### config.mk
export PLATFORM = sky130hd
export DESIGN_NAME = des3_axi4lite_sequencer
export DESIGN_NICKNAME = d
export VERILOG_FILES = /design/src/rtl/des3_axi4lite_sequencer.sv
export SDC_FILE = /design/constraint.sdc
export NUM_CORES = 1
export LEC_CHECK = 0
export BUFFER_PORTS_ARGS = -buffer_cell sky130_fd_sc_hd__buf_2
export CAP_MARGIN = 20
export CORE_ASPECT_RATIO = 0.75
export CORE_MARGIN = 2
export CORE_UTILIZATION = 40
export CTS_BUF_LIST = sky130_fd_sc_hd__clkbuf_4 sky130_fd_sc_hd__clkbuf_8
export CTS_CLUSTER_SIZE = 25
export DETAILED_ROUTE_END_ITERATION = 12
export GPL_TIMING_DRIVEN = 1
export PLACE_DENSITY = 0.77
export SKIP_CTS_REPAIR_TIMING = 1
export SYNTH_ARGS = -nofsm -noshare
export SYNTH_HDL_FRONTEND = slang
export SYNTH_SLANG_ARGS = --single-unit
### constraint.sdc
create_clock -name clk_i -period 2.8 [get_ports clk_i]
set_input_delay 0.14 -clock clk_i [delete_from_list [all_inputs] [get_ports clk_i]]
set_output_delay 0.14 -clock clk_i [all_outputs]
set_load 0.1 [all_outputs]
### src/rtl/des3_axi4lite_sequencer.sv
// rtl/des3_axi4lite_sequencer.sv - AXI4-lite initiator that runs one 3DES job on the DES3 slave
//
// Purpose: accepts a 3DES job (keys, block, direction). It writes the slave's key, input,
// decrypt and start registers and polls DONE. It then reads the 64-bit result back and
// returns it with an error status. Only one AXI transaction is outstanding at a time.
//
// Ports:
//   clk_i, rst_ni                  clock, synchronous active-low reset
//   i_job_valid/o_job_ready        job handshake; i_job_key {key1,key2,key3},
//                                  i_job_block, i_job_decrypt
//   o_res_valid/i_res_ready        result handshake; o_res_block, o_res_err
//                                  (bit0 bus error, bit1 poll timeout)
//   o_axi_aw*/w*/b*/ar*/r*         AXI4-lite master channels
module des3_axi4lite_sequencer #(
  parameter int              AW          = 32,
  parameter int              DW          = 32,
  parameter logic [AW-1:0]   BASE_ADDR   = '0,
  parameter logic [AW-1:0]   KEY_OFF     = 'h00,
  parameter logic [AW-1:0]   IN_OFF      = 'h18,
  parameter logic [AW-1:0]   CT_OFF      = 'h20,
  parameter logic [AW-1:0]   START_OFF   = 'h28,
  parameter logic [AW-1:0]   DECRYPT_OFF = 'h2C,
  parameter logic [AW-1:0]   DONE_OFF    = 'h30,
  parameter int              POLL_MAX    = 1024
) (
  input  logic            clk_i,
  input  logic            rst_ni,
  input  logic            i_job_valid,
  output logic            o_job_ready,
  input  logic [191:0]    i_job_key,
  input  logic [63:0]     i_job_block,
  input  logic            i_job_decrypt,
  output logic            o_res_valid,
  input  logic            i_res_ready,
  output logic [63:0]     o_res_block,
  output logic [1:0]      o_res_err,
  output logic [AW-1:0]   o_axi_awaddr,
  output logic [2:0]      o_axi_awprot,
  output logic            o_axi_awvalid,
  input  logic            i_axi_awready,
  output logic [DW-1:0]   o_axi_wdata,
  output logic [DW/8-1:0] o_axi_wstrb,
  output logic            o_axi_wvalid,
  input  logic            i_axi_wready,
  input  logic [1:0]      i_axi_bresp,
  input  logic            i_axi_bvalid,
  output logic            o_axi_bready,
  output logic [AW-1:0]   o_axi_araddr,
  output logic [2:0]      o_axi_arprot,
  output logic            o_axi_arvalid,
  input  logic            i_axi_arready,
  input  logic [DW-1:0]   i_axi_rdata,
  input  logic [1:0]      i_axi_rresp,
  input  logic            i_axi_rvalid,
  output logic            o_axi_rready
);

  localparam int PW = $clog2(POLL_MAX + 1);

  typedef enum logic [2:0] {
    S_IDLE, S_WR_REQ, S_WR_RESP, S_POLL_REQ, S_POLL_RESP, S_RD_REQ, S_RD_RESP, S_RESULT
  } state_t;

  state_t          state_q, state_d;
  logic [3:0]      step_q, step_d;
  logic [PW-1:0]   poll_q, poll_d;
  logic [1:0]      err_q, err_d;
  logic [191:0]    key_q, key_d;
  logic [63:0]     blk_q, blk_d;
  logic            dec_q, dec_d;
  logic            aw_done_q, aw_done_d, w_done_q, w_done_d;
  logic            awvalid_q, awvalid_d, wvalid_q, wvalid_d;
  logic [AW-1:0]   awaddr_q, awaddr_d, araddr_q, araddr_d;
  logic [DW-1:0]   wdata_q, wdata_d;
  logic            bready_q, bready_d, arvalid_q, arvalid_d, rready_q, rready_d;
  logic            res_valid_q, res_valid_d;

  // Write order: key words low address last-to-first, block hi word first, decrypt, start.
  function automatic logic [AW-1:0] wr_addr(input logic [3:0] s);
    logic [AW-1:0] off;
    off = START_OFF;
    if (s < 4'd6)       off = KEY_OFF + (AW'(4'd5 - s) << 2);
    else if (s == 4'd6) off = IN_OFF + AW'(4);
    else if (s == 4'd7) off = IN_OFF;
    else if (s == 4'd8) off = DECRYPT_OFF;
    return BASE_ADDR + off;
  endfunction

  function automatic logic [31:0] wr_data(input logic [3:0] s, input logic [191:0] k,
                                          input logic [63:0] b, input logic d);
    logic [31:0] v;
    case (s)
      4'd0:    v = k[191:160];
      4'd1:    v = k[159:128];
      4'd2:    v = k[127:96];
      4'd3:    v = k[95:64];
      4'd4:    v = k[63:32];
      4'd5:    v = k[31:0];
      4'd6:    v = b[63:32];
      4'd7:    v = b[31:0];
      4'd8:    v = {31'b0, d};
      default: v = 32'h1;
    endcase
    return v;
  endfunction

  always_ff @(posedge clk_i) begin
    if (!rst_ni) begin
      state_q     <= S_IDLE;
      step_q      <= '0;
      poll_q      <= '0;
      err_q       <= '0;
      key_q       <= '0;
      blk_q       <= '0;
      dec_q       <= 1'b0;
      aw_done_q   <= 1'b0;
      w_done_q    <= 1'b0;
      awvalid_q   <= 1'b0;
      wvalid_q    <= 1'b0;
      awaddr_q    <= '0;
      wdata_q     <= '0;
      bready_q    <= 1'b0;
      arvalid_q   <= 1'b0;
      araddr_q    <= '0;
      rready_q    <= 1'b0;
      res_valid_q <= 1'b0;
    end else begin
      state_q     <= state_d;
      step_q      <= step_d;
      poll_q      <= poll_d;
      err_q       <= err_d;
      key_q       <= key_d;
      blk_q       <= blk_d;
      dec_q       <= dec_d;
      aw_done_q   <= aw_done_d;
      w_done_q    <= w_done_d;
      awvalid_q   <= awvalid_d;
      wvalid_q    <= wvalid_d;
      awaddr_q    <= awaddr_d;
      wdata_q     <= wdata_d;
      bready_q    <= bready_d;
      arvalid_q   <= arvalid_d;
      araddr_q    <= araddr_d;
      rready_q    <= rready_d;
      res_valid_q <= res_valid_d;
    end
  end

  always_comb begin
    state_d   = state_q;
    step_d    = step_q;
    poll_d    = poll_q;
    err_d     = err_q;
    key_d     = key_q;
    blk_d     = blk_q;
    dec_d     = dec_q;
    aw_done_d = aw_done_q;
    w_done_d  = w_done_q;
    case (state_q)
      S_IDLE: if (i_job_valid) begin
        key_d     = i_job_key;
        blk_d     = i_job_block;
        dec_d     = i_job_decrypt;
        step_d    = '0;
        poll_d    = '0;
        err_d     = '0;
        aw_done_d = 1'b0;
        w_done_d  = 1'b0;
        state_d   = S_WR_REQ;
      end
      S_WR_REQ: begin
        // AW and W may be accepted in different cycles; remember each until both are in.
        aw_done_d = aw_done_q | (awvalid_q & i_axi_awready);
        w_done_d  = w_done_q | (wvalid_q & i_axi_wready);
        if (aw_done_d && w_done_d) begin
          aw_done_d = 1'b0;
          w_done_d  = 1'b0;
          state_d   = S_WR_RESP;
        end
      end
      S_WR_RESP: if (i_axi_bvalid) begin
        if (i_axi_bresp != 2'b00) begin
          err_d[0] = 1'b1;
          state_d  = S_RESULT;
        end else if (step_q == 4'd9) begin
          step_d  = '0;
          state_d = S_POLL_REQ;
        end else begin
          step_d  = step_q + 4'd1;
          state_d = S_WR_REQ;
        end
      end
      S_POLL_REQ: if (arvalid_q && i_axi_arready) state_d = S_POLL_RESP;
      S_POLL_RESP: if (i_axi_rvalid) begin
        if (i_axi_rresp != 2'b00) begin
          err_d[0] = 1'b1;
          state_d  = S_RESULT;
        end else if (i_axi_rdata[0]) begin
          step_d  = '0;
          state_d = S_RD_REQ;
        end else begin
          poll_d = poll_q + PW'(1);
          if (poll_d == PW'(POLL_MAX)) begin
            err_d[1] = 1'b1;
            state_d  = S_RESULT;
          end else begin
            state_d = S_POLL_REQ;
          end
        end
      end
      S_RD_REQ: if (arvalid_q && i_axi_arready) state_d = S_RD_RESP;
      S_RD_RESP: if (i_axi_rvalid) begin
        if (i_axi_rresp != 2'b00) begin
          err_d[0] = 1'b1;
          state_d  = S_RESULT;
        end else if (step_q[0]) begin
          blk_d[31:0] = i_axi_rdata;
          state_d     = S_RESULT;
        end else begin
          blk_d[63:32] = i_axi_rdata;
          step_d       = 4'd1;
          state_d      = S_RD_REQ;
        end
      end
      S_RESULT: if (res_valid_q && i_res_ready) state_d = S_IDLE;
      default: state_d = S_IDLE;
    endcase
  end

  // Bus-facing outputs are registered from the next state, so a request appears on the
  // same edge that enters its *_REQ state and stays put while that state holds.
  // o_res_valid lags entry to RESULT by one cycle.
  always_comb begin
    awvalid_d   = (state_d == S_WR_REQ) && !aw_done_d;
    wvalid_d    = (state_d == S_WR_REQ) && !w_done_d;
    awaddr_d    = wr_addr(step_d);
    wdata_d     = wr_data(step_d, key_d, blk_d, dec_d);
    bready_d    = (state_d == S_WR_RESP);
    arvalid_d   = (state_d == S_POLL_REQ) || (state_d == S_RD_REQ);
    araddr_d    = BASE_ADDR + ((state_d == S_RD_REQ) ?
                  (CT_OFF + (step_d[0] ? AW'(4) : AW'(0))) : DONE_OFF);
    rready_d    = (state_d == S_POLL_RESP) || (state_d == S_RD_RESP);
    res_valid_d = (state_q == S_RESULT) && (state_d == S_RESULT);
  end

  assign o_job_ready   = (state_q == S_IDLE);
  assign o_res_valid   = res_valid_q;
  assign o_res_block   = (state_q == S_RESULT && err_q == 2'b00) ? blk_q : 64'h0;
  assign o_res_err     = err_q;
  assign o_axi_awaddr  = awaddr_q;
  assign o_axi_awprot  = 3'b000;
  assign o_axi_awvalid = awvalid_q;
  assign o_axi_wdata   = wdata_q;
  assign o_axi_wstrb   = '1;
  assign o_axi_wvalid  = wvalid_q;
  assign o_axi_bready  = bready_q;
  assign o_axi_araddr  = araddr_q;
  assign o_axi_arprot  = 3'b000;
  assign o_axi_arvalid = arvalid_q;
  assign o_axi_rready  = rready_q;

endmodule
==> out/metrics.csv, run 1 <==
metric,value,unit
synth.distinct_cells,75,
max_freq,358,MHz
core,0.0369,sq mm
start_util,40.4,%
die_y,171,um
final_util,63.7,%
yosys_warnings,0,
synth_mux_area_share,11.0,%
rows,61,
fillers,2844,
violations,negative hold slack,
synth_fa_ha_area_share,0.504,%
rr_startpoint,state_q[1]$_SDFF_PN0_,
slowest_delay,0.56,ns
synth_top_area_cell,dfxtp_1,
hold_viol_final,1,
tightestPinTransition,0.974,ns
rsz0062_at_grt,true,
slew_violations,0,
slew_headroom,35.1,%
vias,16700,
synthTopCellsByArea,"dfxtp_1, mux2i_1, nand2_1",
grt_pass1_wl,84300,um
avgViaCountPerCell,5.52,
avgSynthCellArea,8.68,sq um
synth_xor_area_share,0,%
final_nets,2786,
crit_slowest_cell,dlygate4sd3_1,
cts_buffer_depth,3,
ys_ff_latch,325,
drv_cap,0,
ys_seq_area_share,43.7,%
cts_tree,done,
timing.rr.end,blk_q[42]$_SDFF_PN0_,
final-setup-viol-count,0,
power_density,536,mW/mm^2
arrival,3.28,ns
overflow,0,
antenna_found_initial,9,
first_pass_iters,9,
finalCritPeriodShare,99.9,%
cp_cell_sequence,buf_4 > buf_4 > nand2_1 > o31ai_1 > nand2_1 > buf_12 > a222oi_1 > buf_4 > dlygate4sd3_1 > nor2_1,
drive_gt1_share,31.7,%
min_from,i_job_block[1],
leakage,10.2,nW
syn_to_final_growth,57.8,%
wl_per_cell,21.6,um
clk_pin_slew,0.06,ns
hold_path.class,primary input to register,
peakVddDrop,341,uV
hold_ws,-0.00319,ns
design.die.area,0.0388,sq mm
synth-simple-area-share,17.8,%
io_pins,481,
synth_compound_area_share,19.2,%
crit_type,register to register,
grt_pass1_vias,14300,
async_reset_ff_share,0,%
grt_use_total,28.6,%
syn_area,0.0149,sq mm
r2r_setup_slack,0.003,ns
cts.sinks,325,
synth_flop_cell,dfxtp_1,
synth_top_area_share,43.7,%
clock-root-buffer,clkbuf_8,
hold_depth,4,
cpMostUsedCell,buf_4,
dp_hpwl,43900,um
synth_edf_count,0,
hold_path_end,blk_q[1]$_SDFF_PN0_,
critPathLaunchType,register,
syn_inst,1715,
drc,0,
required,3.28,ns
io_buffers,439,
die_w,227,um
clk_latency,0.61,ns
wirelength,65700,um
min_period,2.80,ns
netlist_top_cells_count,"dfxtp_1, nand2_1, nor2_1, a21oi_1, mux2i_1",
synth_top_family_by_area,compound AO/OA/AOI/OAI gates,
grt_max_degree,157,
clock_skew,0.0181,ns
drtIter0Drc,1936,
htree_levels,2,
route.antenna.remaining_nets,0,
numCtsBuffers,55,
ff2ff_path_depth,10,
status,"finished, violations left",
yosysMostFrequentCell,dfxtp_1,
gp_congestion,0.972,
crit_fanout,28,
endpoint_kind,register,
-- worst max-delay path: cells and delay by family, from the launching register on --
kind                   cells  cell delay [ns]
AOI/OAI and AO/OA          2             0.56
buffers and inverters      5             1.40
DFF                        1             0.38
and+or+nand+nor            3             0.31
-- power by group --
part           total, mW  switching (mW)  internal [mW]  leakage [nW]
Combinational       2.57            1.62          0.947          6.82
Clock               5.01            2.07           2.94         0.687
Sequential          5.02           0.127           4.89          2.67
-- cells by family after synthesis --
group	after synthesis
simple gates	594
compound gates	413
flops	325
buf+inv	215
mux	160
fa+ha+maj	6
other cells	2
-- cells in the final DEF, fill, tap and decap left out, types with 11 or more instances in the layout --
master / count
buf_2: 375
dfxtp_1: 323
dlygate4sd3_1: 298
nand2_1: 238
nor2_1: 207
a21oi_1: 144
mux2i_1: 143
buf_4: 117
buf_12: 78
clkbuf_8: 74
a222oi_1: 62
and2_2: 60
o22ai_1: 49
o21ai_0: 46
conb_1: 42
a22o_1: 18
o31a_1: 18
clkbuf_4: 17
mux2_2: 16
o2bb2ai_1: 14
o41a_1: 13
nand3_1: 11
-- how the worst max path moves through the flow --
| stage | to | from |
|---|---|---|
| floorplan | o_res_block[0] | state_q[2]$_SDFF_PN0_ |
| global placement | o_axi_wdata[19]$_SDFF_PN0_ | i_axi_rresp[0] |
| detailed placement | o_axi_wdata[25]$_SDFF_PN0_ | i_axi_bresp[1] |
| CTS | o_axi_wdata[25]$_SDFF_PN0_ | step_q[0]$_SDFF_PN0_ |
| global route | blk_q[42]$_SDFF_PN0_ | state_q[1]$_SDFF_PN0_ |
| finish | blk_q[42]$_SDFF_PN0_ | state_q[1]$_SDFF_PN0_ |
-- through the flow --
step                cells  cell area, sq um  worst slack, ns  setup TNS, ns  power (mW)
detailed placement   2622             19000           -0.253          -4.38        7.23
floorplan            1755             15100           0.0173              0        6.55
global placement     2620             19000           -0.183          -4.48        7.20
CTS                  2723             20300           -0.209          -3.14        12.2
global route         3032             23500           -0.124          -1.02        13.0
finish               3035             23500          0.00349              0        12.6
-- registers in the layout, summed over array words and instances (netlist names) --
name,flops
key_q,192
blk_q,64
o_axi_wdata,32
poll_q,11
o_axi_awaddr,5
step_q,4
o_axi_araddr,3
state_q,3
o_res_err,2
aw_done_q,1
dec_q,1
o_axi_arvalid,1
o_axi_awvalid,1
o_axi_bready,1
o_axi_rready,1
o_axi_wvalid,1
o_res_valid,1
w_done_q,1
-- metal layers --
layer	part of all wire, %	routed length (um)	track usage, %	up-vias
met4	5.1	3350	11.3	4
met2	46	30500	46.3	1028
li1	-	-	-	7544
met1	40	26000	35.8	7929
met3	8.8	5780	8.19	234
met5	0.021	14	0	-
-- area by class of cell --
cell class / count / area, sq um / share of cell area, %
Antenna cell: 9 / 22.5 / 0.0959
Clock buffer: 91 / 1150 / 4.88
Clock inverter: 10 / 153 / 0.650
Inverter: 8 / 37.5 / 0.160
Multi-Input combinational cell: 1215 / 7620 / 32.4
Sequential cell: 325 / 6510 / 27.7
Tap cell: 504 / 631 / 2.68
Timing Repair Buffer: 873 / 7370 / 31.4
(Power assumes the default switching activity.)
==> run 2: changes to the inputs <==
- HOLD_SLACK_MARGIN: not set -> 0.05
==> run 2 against run 1 <==
- the run now ends clean
- maximum frequency increased by 1.3%
- critical path depth unchanged
- register-to-register slack improved by 0.04 ns
- routed wire length increased by 0.16%
- power about the same
- combinational power about the same
- sequential share of layout area about the same
- via count increased by 0.70%
- clock skew increased by 0.0087 ns
- clock power about the same
- die area unchanged
- final cell count about the same
- critical path type unchanged
- critical endpoint unchanged
==> out/metrics.csv, run 2 (synthesis results as in run 1) <==
metric,value,unit
grt_max_degree,157,
clock_skew,0.0268,ns
final_common_cell,buf_2,
die_w,227,um
rsz0062_at_grt,true,
slew_violations,0,
crit_fanout,28,
io_buffers,439,
grt_use_total,28.6,%
antenna_found_initial,6,
r2r_setup_slack,0.04,ns
endpoint_kind,register,
cts_buffer_depth,3,
gp_congestion,0.972,
critPathLaunch,state_q[1]$_SDFF_PN0_,
min_period,2.76,ns
syn_to_final_growth,58.0,%
route.antenna.remaining_nets,0,
die_y,171,um
overflow,0,
ff2ff_path_depth,10,
drv_cap,0,
vias,16900,
slew_headroom,37.7,%
hold_path_end,aw_done_q$_SDFF_PN0_,
tightestPinTransition,0.935,ns
hold_viol_final,0,
drtIter0Drc,2021,
fin_cells,3038,
leakage,10.2,nW
status,completed,
hold_depth,4,
crit_type,register to register,
grt_pass1_vias,14300,
final-setup-viol-count,0,
grt_pass1_wl,84300,um
max_freq,362,MHz
final_cell_mix,"buf_2, dfxtp_1, dlygate4sd3_1",
power_density,536,mW/mm^2
hold_path.class,primary input to register,
arrival,3.24,ns
drc,0,
fin_tns_setup,0,ns
start_util,40.4,%
wl_per_cell,21.6,um
min_from,i_axi_wready,
design.die.area,0.0388,sq mm
cts_tree,done,
dp_hpwl,43900,um
io_pins,481,
required,3.28,ns
clk_pin_slew,0.07,ns
final_util,63.8,%
critPathLaunchType,register,
peakVddDrop,426,uV
core,0.0369,sq mm
drive_gt1_share,31.7,%
first_pass_iters,8,
timing.rr.end,blk_q[42]$_SDFF_PN0_,
final_nets,2790,
avgViaCountPerCell,5.55,
finalCritPeriodShare,98.6,%
clk_latency,0.61,ns
regMostFlops,key_q,
numCtsBuffers,55,
largest_register_ffs,192,
clock-root-buffer,clkbuf_8,
htree_levels,2,
cts.sinks,325,
place_inst,2622,
rr_startpoint,state_q[1]$_SDFF_PN0_,
wirelength,65800,um
rows,61,
==> run 2: through the flow <==
step | power [mW] | instance area [sq um] | worst slack (ns) | hold WS, ns
after floorplan | 6.55 | 15100 | 0.0173 | 0.168
after global placement | 7.20 | 19000 | -0.183 | 0.383
after detailed placement | 7.23 | 19000 | -0.253 | 0.387
after CTS | 12.2 | 20300 | -0.209 | -0.283
after global routing | 13.0 | 23500 | -0.0788 | 0.0613
final | 12.6 | 23500 | 0.0404 | 0.0727
==> run 2: cell type report <==
type                            instances  area, sq um
Fill cell                            2832        13300
Timing Repair Buffer                  877         7410
Clock inverter                         10          153
Tap cell                              504          631
Multi-Input combinational cell       1215         7620
Inverter                                8         37.5
Sequential cell                       325         6510
Antenna cell                            8         20.0
Clock buffer                           91         1150
==> run 2: worst max-delay path: stages, from the launching register on <==
cell	delay [ns]
dfxtp_1	0.38
buf_4	0.20
buf_4	0.22
nand2_1	0.10
o31ai_1	0.19
nand2_1	0.16
buf_12	0.21
a222oi_1	0.34
buf_4	0.20
dlygate4sd3_1	0.56
nor2_1	0.04
==> run 2: where the power goes <==
group	leakage, nW	internal [mW]	switching (mW)	total (mW)
sequential	2.67	4.89	0.127	5.02
clock	0.687	2.94	2.07	5.01
combinational	6.85	0.950	1.62	2.57
total	10.2	8.78	3.82	12.6
==> run 2: per-layer routing <==
metal | vias to the layer above | GRT usage [%] | routed length [um]
li1 | 7555 | - | -
met1 | 8042 | 35.8 | 26100
met2 | 1015 | 46.3 | 30700
met3 | 241 | 8.19 | 5640
met4 | 4 | 11.3 | 3390
met5 | - | 0 | 14
==> run 2: worst max-delay path by stage <==
stage	to	slack, ns	depth (start not counted)
floorplan	o_res_block[0]	0.02	7
global placement	o_axi_wdata[19]$_SDFF_PN0_	-0.18	9
detailed placement	o_axi_wdata[25]$_SDFF_PN0_	-0.25	9
CTS	o_axi_wdata[25]$_SDFF_PN0_	-0.21	8
global route	blk_q[12]$_SDFF_PN0_	-0.08	10
finish	blk_q[42]$_SDFF_PN0_	0.04	10
